**src/rtl/pc_sequencer.sv**
```systemverilog
// Next-PC controller: fetch handshake, execute-stage branch resolution, one-cycle flush on redirect.
// Latency: 2 cycles per instruction minimum (FETCH + EXEC); a taken branch adds 1 REDIRECT cycle.
// Backpressure: holds in FETCH until fetch_ack and in EXEC while stall; a misaligned taken target parks in TRAP until rst.
// Optional: define BRANCH_STATS_EN to add the saturating taken_count port/counter.
module pc_sequencer #(
  parameter logic [31:0] RESET_PC = 32'h0000_0000,
  parameter logic [31:0] PC_STEP  = 32'd4
) (
  input  logic        clk,
  input  logic        rst,
  output logic        fetch_req,
  output logic [31:0] fetch_addr,
  input  logic        fetch_ack,
  input  logic        stall,
  input  logic [4:0]  BrOp,
  input  logic        NextPcSrc,
  input  logic [31:0] target,
  output logic [31:0] pc,
  output logic        flush,
  output logic        misalign
`ifdef BRANCH_STATS_EN
  ,
  output logic [31:0] taken_count
`endif
);

  typedef enum logic [1:0] {
    S_FETCH    = 2'd0,
    S_EXEC     = 2'd1,
    S_REDIRECT = 2'd2,
    S_TRAP     = 2'd3
  } state_t;

  state_t      state_q;
  state_t      state_d;
  logic [31:0] pc_d;
  logic        misalign_d;
  logic        taken;

  // Branch inputs are only looked at in EXEC so junk/X elsewhere cannot leak into state.
  always_comb begin
    state_d    = state_q;
    pc_d       = pc;
    misalign_d = misalign;
    taken      = 1'b0;
    case (state_q)
      S_FETCH: begin
        if (fetch_ack) begin
          state_d = S_EXEC;
        end
      end
      S_EXEC: begin
        // stall wins over any branch decision presented in the same cycle
        if (!stall) begin
          taken = NextPcSrc & (BrOp[4] | BrOp[3]);
          if (!taken) begin
            pc_d    = pc + PC_STEP;
            state_d = S_FETCH;
          end else if (target[1:0] == 2'b00) begin
            pc_d    = target;
            state_d = S_REDIRECT;
          end else begin
            misalign_d = 1'b1;
            state_d    = S_TRAP;
          end
        end
      end
      S_REDIRECT: begin
        state_d = S_FETCH;
      end
      S_TRAP: begin
        state_d = S_TRAP;
      end
      default: begin
        state_d = S_FETCH;
      end
    endcase
  end

  // State, PC, sticky trap flag and the flush flop; rst wins from any state.
  always_ff @(posedge clk) begin
    if (rst) begin
      state_q  <= S_FETCH;
      pc       <= RESET_PC;
      misalign <= 1'b0;
      flush    <= 1'b0;
    end else begin
      state_q  <= state_d;
      pc       <= pc_d;
      misalign <= misalign_d;
      // flush is a flop that mirrors "next state is REDIRECT", so it is high exactly in REDIRECT
      flush    <= (state_d == S_REDIRECT);
    end
  end

  // Fetch interface decoded from the registered state.
  always_comb begin
    fetch_req  = (state_q == S_FETCH);
    fetch_addr = pc;
  end

`ifdef BRANCH_STATS_EN
  // Count EXEC->REDIRECT transitions, saturating; misaligned (trapping) branches are not counted.
  always_ff @(posedge clk) begin
    if (rst) begin
      taken_count <= '0;
    end else if ((state_q == S_EXEC) && (state_d == S_REDIRECT) &&
                 (taken_count != 32'hFFFF_FFFF)) begin
      taken_count <= taken_count + 32'd1;
    end
  end
`endif

endmodule

```
**config.mk**
```make
export PLATFORM = sky130hd
export DESIGN_NAME = pc_sequencer
export DESIGN_NICKNAME = d
export VERILOG_FILES = /design/src/rtl/pc_sequencer.sv
export SDC_FILE = /design/constraint.sdc
export NUM_CORES = 1
export LEC_CHECK = 0
export BUFFER_PORTS_ARGS = -buffer_cell sky130_fd_sc_hd__clkbuf_2
export CAP_MARGIN = 20
export CORE_MARGIN = 2
export CORE_UTILIZATION = 43
export CTS_CLUSTER_DIAMETER = 150
export CTS_CLUSTER_SIZE = 10
export DETAILED_ROUTE_END_ITERATION = 7
export GPL_TIMING_DRIVEN = 0
export PLACE_DENSITY = 0.74
export SLEW_MARGIN = 5
export SYNTH_ARGS = -nofsm -noshare
export SYNTH_HDL_FRONTEND = slang
export SYNTH_SLANG_ARGS = --single-unit
```
**constraint.sdc**
```tcl
create_clock -name clk -period 1.95 [get_ports clk]
set_input_delay 0.0975 -clock clk [delete_from_list [all_inputs] [get_ports clk]]
set_output_delay 0.0975 -clock clk [all_outputs]
set_load 0.05 [all_outputs]
```
==> impl_summary.md, run 1 <==
Critical path
Data on the critical path arrives at its endpoint at between 2 and 2.5 ns. Setup slack on the worst reg-to-reg path comes out at -0.08 ns. The most critical setup path has its startpoint at fetch_addr[8]$_SDFFE_PP0P_. The startpoint identified for the worst register-to-register timing path is fetch_addr[8]$_SDFFE_PP0P_.

The critical register-to-register path endpoint is fetch_addr[31]$_SDFFE_PP0P_. Measured in cells, the most critical reg-to-reg path has a length of 5. The termination of the worst setup path is fetch_addr[31]$_SDFFE_PP0P_. The biggest fanout along the worst timing path is 4. The worst setup path is captured at a register. The critical path required time is between 2 and 2.5 ns. The setup path with the least slack is of type reg -> reg. The startpoint kind of the worst setup timing path is a register.

Drt
After the first detailed-routing iteration, the DRC count stood at around 380. The DRC violation count after routing is 0. In this run the remaining antenna-violating nets after routing total 0.

Signal routing reaches up to met4. The detailed-route via count is approximately 3.2k. The average via count per standard cell is 5.95. For this block, wires on met1 add up to 3570 µm. The detailed-route wire length is 8770 µm. The met3 layer wire length in the routed design is 1040 µm. Dividing the detail-routed wire length by the instance count gives ~16 µm. The total length of routed met2 wires is 4000 µm. The detailed-routing iteration count for the pre-antenna-repair pass is 5.

GRT
The global-route congestion overflow total is 0. The first global-routing pass estimated around 13000 µm of wire. In the global route stage, overall resource usage came out at between 20% and 30%.

The pin count of the biggest net entering global routing is 12. The number of global-route vias before repair was roughly 2.7k. The number of antenna violations at the first check in global routing came to 0.

Layout
The area of all placed cells without fillers is about 0.0035 mm². The final-layout fill cell count is 488. The area taken by multi-input logic gates is between 0.0015 and 0.002 mm². The total inserted antenna cells is 0. In the final layout, flip-flops and latches occupy a little under 800 µm². The area added between synthesis and finish is 46.0%. Of the cells placed in the final design, the portion with a size suffix greater than 1 is 46.2%. The number of nets in the layout is 505.

Yosys
The proportion of synthesized chip area in sequential cells is 29.7%. The number of warnings reported in the yosys synthesis log is 0. The share of async-settable or async-resettable flops after synthesis is 0%. The flip-flop cell with the highest count after synthesis is dfxtp_1. In this run, distinct cell masters in the synthesized netlist total 53. The synthesized design contains 0 enable-type register cells.

The post-synth net total is 373. In the synthesized netlist, the number of instances is 330. The synthesized cell area is around 0.0024 mm². By area the synthesized netlist is led by dfxtp_1, buf_4, a21oi_1. The share of the synthesized area in the top cell type is 29.7%. The synthesized flop and latch total is 36. The cell type with the highest aggregate area in the netlist is dfxtp_1. Sorting the synthesized cells by how often they occur yields dfxtp_1, nor2_1, buf_4. The library cell with the highest instance count after synthesis is dfxtp_1. The synthesized area divided by synthesized cell count is ~7.4 µm².

STA
Setup violations remaining at the end of the flow were counted as 2. The number of pins exceeding their max-slew limit in the final report is 0. The normalized max-slew margin is between 50 and 60%.

On the final layout, the worst clock skew is slightly above 0.008 ns. The final cycle utilization of the critical path is 104%. The number of endpoints with negative hold slack in the final report is 0.

Hold is met by around 0.019 ns. The slew at the pin closest to its max-slew limit is 0.677 ns. The final worst-path setup slack is -0.0757 ns. Setup repair after global routing could not meet its margin everywhere. For this run, the top clock speed supported by timing is around 0.49 GHz. The smallest clock period supported by the final layout is computed as 2.03 ns.

Worst hold path
The launch point of the worst hold path is target[19]. The tightest min-delay check is of the in -> reg type.

Place
The wire-length estimate of the detail-placed layout is around 6000 µm. The count of buffers added on input and output ports is approximately 100. Summing all placed instances gives a cell area of slightly above 0.003 mm². The congestion estimate from routability-driven global placement came to about 0.95.

Run
Across the run, the number of max-cap violations was 0.

Power
The worst voltage drop across the vdd grid is about 260 µV. The power density relative to cell area is slightly above 500 mW/mm². For this design the static power due to leakage is between 1.5 and 2 nW.

Floorplan
The initial standard-cell utilization of the core is between 40% and 50%. The die height is 79.2 µm. The number of placement rows is 27. The area of the core is roughly 0.0055 mm². The area of the die is about 0.0063 mm². The floorplan die width is ~80 µm. In this run the count of I/O pins placed on the die edge is 109.

Outcome
The run finished, with violations left. The final reports fail on setup timing.

CTS
The cell sitting at the root of the clock tree is a clkbuf_8. Clock latency on the worst-skew pair, taken at its later pin, is roughly 0.3 ns. The clock sink count is 36.

TritonCTS created 5 clock buffers. TritonCTS built the clock tree. The clock-pin slew on the worst setup and hold paths is roughly 0.080 ns.

The buffer depth of the longest clock path is 2. The number of hold buffers added after CTS is 0. The maximum level of the CTS H-tree is 2.
[metal layers]
metal / vias to the layer above / global-route usage, %
li1: 1469 / -
met1: 1447 / 36.8
met2: 249 / 42.9
met3: 20 / 4.09
met4: 0 / 10.2
met5: - / 0
[worst min-delay path by stage]
stage | to | slack, ns | cells after the start
6_report | fetch_addr[19]$_SDFFE_PP0P_ | 0.02 | 3
5_1_grt | fetch_addr[19]$_SDFFE_PP0P_ | 0.01 | 3
4_1_cts | fetch_addr[19]$_SDFFE_PP0P_ | 0.01 | 3
3_5_place_dp | fetch_addr[19]$_SDFFE_PP0P_ | 0.32 | 3
3_3_place_gp | fetch_addr[19]$_SDFFE_PP0P_ | 0.33 | 3
2_1_floorplan | fetch_addr[19]$_SDFFE_PP0P_ | 0.23 | 2
[placed cells by master (no fill, tap or decap), types with 2 or more instances in the layout]
| master | n |
|---|---|
| clkbuf_2 | 106 |
| buf_4 | 56 |
| nor2_1 | 34 |
| a21oi_1 | 27 |
| nand2_1 | 23 |
| dfxtp_1 | 17 |
| o21ai_0 | 15 |
| nor3_1 | 15 |
| dfxtp_4 | 15 |
| nand3_1 | 14 |
| clkbuf_1 | 12 |
| nand4_1 | 10 |
| a22oi_1 | 8 |
| inv_1 | 7 |
| clkbuf_8 | 7 |
| or3_1 | 6 |
| o22ai_1 | 6 |
| a31oi_1 | 5 |
| nor4_1 | 5 |
| and3_1 | 4 |
| a32o_1 | 4 |
| dfxtp_2 | 4 |
| o21a_1 | 3 |
| and4_1 | 3 |
| or3_4 | 3 |
| a211oi_1 | 3 |
| nor4_4 | 3 |
| mux2i_1 | 3 |
| o31ai_1 | 2 |
| a311oi_1 | 2 |
| nor3_4 | 2 |
| and2_1 | 2 |
| nor4_2 | 2 |
| nor3_2 | 2 |
| buf_6 | 2 |
[stage by stage]
stage                     setup TNS [ns]  utilization, %  worst slack (ns)  power [mW]  std cells
after global placement             -8.57            56.8            -0.422        1.16        506
final                            -0.0909            64.8           -0.0757        1.81        535
after CTS                        -0.0611            63.0           -0.0611        1.79        532
after detailed placement           -9.40            56.8            -0.463        1.17        506
after floorplan                   -0.149               -            -0.149        1.04        330
after global routing              -0.264            64.8            -0.102        1.87        535
[flip-flops by register name, summed over array words and instances, names as in the netlist]
| signal | flops |
|---|---|
| fetch_addr | 32 |
| misalign | 1 |
| flush | 1 |
| state_q | 2 |
[kinds of logic (layout without fill, tap and decap cells)]
kind of cell | Yosys count | count (layout) | share of synthesized area (%)
fa+ha+maj | 1 | 1 | 0.515
buf+inv | 58 | 191 | 14.1
simple gates | 138 | 138 | 29.2
mux | 4 | 4 | 1.70
compound gates | 93 | 93 | 24.8
flops | 36 | 36 | 29.7
[cell type report]
type	instances	area share [%]
multi-input combinational	236	43.1
clock buffer	8	2.82
sequential	36	22.1
timing repair buffer	127	19.8
buffer	49	8.97
tap	72	2.54
inverter	7	0.741
[power by group]
group	total, mW	switching, mW	internal, mW	leakage [nW]
clock network	0.615	0.292	0.323	0.0515
registers	0.762	0.0225	0.740	0.305
logic	0.429	0.292	0.137	1.23
[critical path: stages (launching register included)]
cell and delay (ns):
dfxtp_4 0.37, nand3_4 0.09, or4_4 0.55, or3_4 0.35
o211a_1 0.21, or3_1 0.34
[what timing repair did]
item | in CTS | in global routing
setup buffers | 20 | 5
gates resized for setup | 23 | 13
pin swaps | 4 | 6
gates cloned | 0 | 0
endpoints found under the setup margin | 32 | 23
Note: power is estimated with default switching activity, not from simulation.
==> inputs of run 2 (changes only) <==
- ABC_AREA: default -> 1
- CORE_UTILIZATION: 43 -> 44
==> impl_summary.md, run 2 <==
STA
The clock period minus worst slack is roughly 1.7 ns. The worst clock skew on the final layout is about 0.007 ns. The total negative setup slack is 0 ns.

Measured against its own limit, the worst slew margin works out to between 50% and 60%. Setup repair after global routing left no endpoint under its margin. The slew at the pin closest to its max-slew limit is between 0.6 and 0.7 ns. The number of pins exceeding their max-slew limit in the final report is 0. The final cycle utilization of the critical path is a little under nine tenths. The number of endpoints failing setup at the final stage is 0. The number of endpoints with negative hold slack in the final report is 0. Based on the critical path, the design can be clocked at up to 0.597 GHz.

Yosys
The number of synthesized flops with an enable pin is 0. The post-synth net total is between 400 and 500. The synthesized area divided by synthesized cell count is a little over 6 µm².

After synthesis, flip-flops and latches occupy around a quarter of the total area. Counting every instance in the synthesized netlist gives 450. In the synthesized netlist the async set-or-reset flop fraction comes to 0%.

The netlist uses 30 different library cells. The share of the synthesized area in the top cell type is approximately a quarter. nand2_1 is the most common cell in the netlist.

The synthesized flop and latch total is 36. By count the netlist is led by nand2_1, nor2_1, nand3_1. Yosys printed 0 warnings. In this run the cell area of the synthesized design comes to 0.00272 mm². Yosys attributes the largest share of cell area to dfxtp_1, nand2_1, nor2_1. The cell type with the highest aggregate area in the netlist is dfxtp_1. Among all flip-flop cells after synthesis, the most frequent one is dfxtp_1.

Drt
The detailed-routing iteration count for the pre-antenna-repair pass is 5. The count of nets left with antenna violations once routing finished came out at 0. The routed wire length per instance is between 10 and 15 µm. The detailed-route via count is approximately 3.2k. The DRC violation count after routing is 0. The detailed-route wire length is a little over 8000 µm.

The detailed router finished its first iteration with a little under 200 violations. In the routed layout, each cell is associated on average with a via count of approximately 5.0.

Critical path
The most common cell type on the critical path is nand2_1. Traced cell by cell, the critical path runs through ha_1 -> nand2_1 -> nor2_2 -> nand2_2 -> nor2_2 -> nand2_1 -> nand2_1 -> nand3_1 -> nand2_1 -> a21oi_1. By startpoint and endpoint, the worst setup path is classified as reg -> reg. In this design, the stage delay of the slowest critical-path cell is ~0.41 ns. The startpoint kind of the worst setup timing path is a register.

The critical path contains buffers and inverters numbering 0 combined. Along the worst path, the maximum fanout reaches 5. Data on the critical path arrives at its endpoint at 1.83 ns. Grouping stages by cell kind, the critical path spends the most delay in simple AND/OR/NAND/NOR gates.

The worst-case register-to-register setup slack is ~0.28 ns. The slowest stage of the critical path is the dfxtp_1 cell. The worst setup path is captured at a register. The critical path required time is 2.11 ns.

GRT
The first global-routing pass estimated roughly 13000 µm of wire. The met2 track utilization from global routing is approximately two fifths. The met3 usage in global routing is approximately 3.8%. The number of antenna violations at the first check in global routing is 0. The number of global-route vias before repair is about 2.8k. The global-route congestion overflow total is 0. Entering global routing, the biggest net connects 13 pins. The global routing's busiest layer is met2. In the global route stage, overall resource usage came out at approximately 25%.

Global routing consumed, on the met1 layer, 32.0% of the routing resources.

CTS
CTS saw 36 sinks. The number of setup buffers added after CTS is 0. Post-CTS repair changed the size of 0 cells.

The H-tree generated during clock tree synthesis spans 2 levels. TritonCTS built the clock tree. The clock latency on the worst-skew pair is 0.30 ns.

The clock passes through at most 2 buffers. The number of hold buffers added after CTS is 0. The number of buffers created by CTS is 5. The clock root buffer is clkbuf_8. Clock-pin slew was measured on the worst setup and hold paths at approximately 0.08 ns.

Layout
Cells with a size suffix above 1 make up between 30% and 40% of the layout. The area added between synthesis and finish is 28.6%. The total inserted antenna cells is 0.

The top cell types in the final layout, fill and taps aside, are nand2_1, clkbuf_2, nor2_1. Fill cells in the final layout number 606. Leaving out fill and tap cells, the most frequent cell in the layout is nand2_1.

At the end of the flow the core is filled with cells to 58.7%. The flip-flop count of the largest register after layout is 32. The number of nets in the layout is between 600 and 700.

Floorplan
The die covers approximately 0.0068 mm². The initial standard-cell utilization of the core is between 40% and 50%. The I/O pin count is between 100 and 150. The floorplan die width is 82.6 µm. The number of placement rows is 28. The area of the core is approximately 0.006 mm². The die height is approximately 83 µm.

Power
Combinational logic is responsible for between 10% and 20% of the overall power. For this design the ratio of total power to cell area is 600 mW/mm². Across the VDD grid, the largest voltage drop is ~340 µV. The clock network accounts for ~45% of the total power. In this run the power spent charging and discharging nets is slightly below 0.6 mW. Internal power comes to about 1.5 mW. In this run the static leakage power is approximately 1.6 nW.

Net switching is ~28% of the power. The share of total power in sequential cells is between 30% and 40%.

Outcome
The run finished with clean final reports.

Run
Max-cap violations in this run came to 0.

Place
The count of buffers from port buffering is between 100 and 150. The detailed-placement wirelength estimate is approximately 6200 µm. Routability-driven placement finished with a final weighted congestion of 0.902.

Worst hold path
The class of the tightest hold or removal check is in -> reg.
run 2: per-stage QoR:
step | cell area [µm²] | cells | worst slack (ns) | power (mW) | hold WS, ns
final | 3500 | 638 | 0.275 | 2.10 | 0.0191
after global routing | 3500 | 638 | 0.145 | 2.17 | 0.0234
after CTS | 3500 | 638 | 0.275 | 2.10 | 0.0183
after detailed placement | 3340 | 630 | 0.290 | 1.17 | 0.335
after global placement | 3340 | 630 | 0.316 | 1.17 | 0.335
after floorplan | 2720 | 450 | 0.102 | 1.06 | 0.177
run 2: power groups by stage:
stage          sequential (mW)  clock (mW)  combinational (mW)
3_5_place_dp             0.800           0               0.372
5_1_grt                  0.787       0.979               0.404
3_3_place_gp             0.800           0               0.368
6_report                 0.784       0.941               0.374
4_1_cts                  0.783       0.947               0.374
2_1_floorplan            0.849           0               0.208
run 2: final cells by class:
class                      instances  area [µm²]  share of cell area, %
tap                               75        93.8                   2.68
clock inverter                     3        90.1                   2.58
inverter                          25        93.8                   2.68
clock buffer                       5        68.8                   1.97
multi-input combinational        343        1600                   45.6
buffer                            46         310                   8.87
sequential                        36         721                   20.6
timing repair buffer             105         526                   15.0
run 2: metal layers:
layer | wire length, µm | vias to the layer above
met5 | 0 | -
met4 | 104 | 0
met3 | 541 | 7
met2 | 3940 | 120
met1 | 3500 | 1447
li1 | - | 1617
run 2: worst paths after layout:
check                        startpoint                           to  depth (start not counted)
max reg2reg  fetch_addr[3]$_SDFFE_PP0P_  fetch_addr[26]$_SDFFE_PP0P_                         10
max          fetch_addr[3]$_SDFFE_PP0P_  fetch_addr[26]$_SDFFE_PP0P_                         10
min                                 rst        state_q[0]$_SDFF_PP0_                          2
min reg2reg  fetch_addr[0]$_SDFFE_PP0P_   fetch_addr[0]$_SDFFE_PP0P_                          2
run 2: cell families after synthesis:
group,after synthesis,share of synthesized area [%]
AO/OA/AOI/OAI,50,10.6
XOR/XNOR,4,1.29
adder cells (fa/ha/maj),1,0.460
buffers and inverters,71,14.9
flip-flops,36,26.5
AND/OR/NAND/NOR,288,46.3
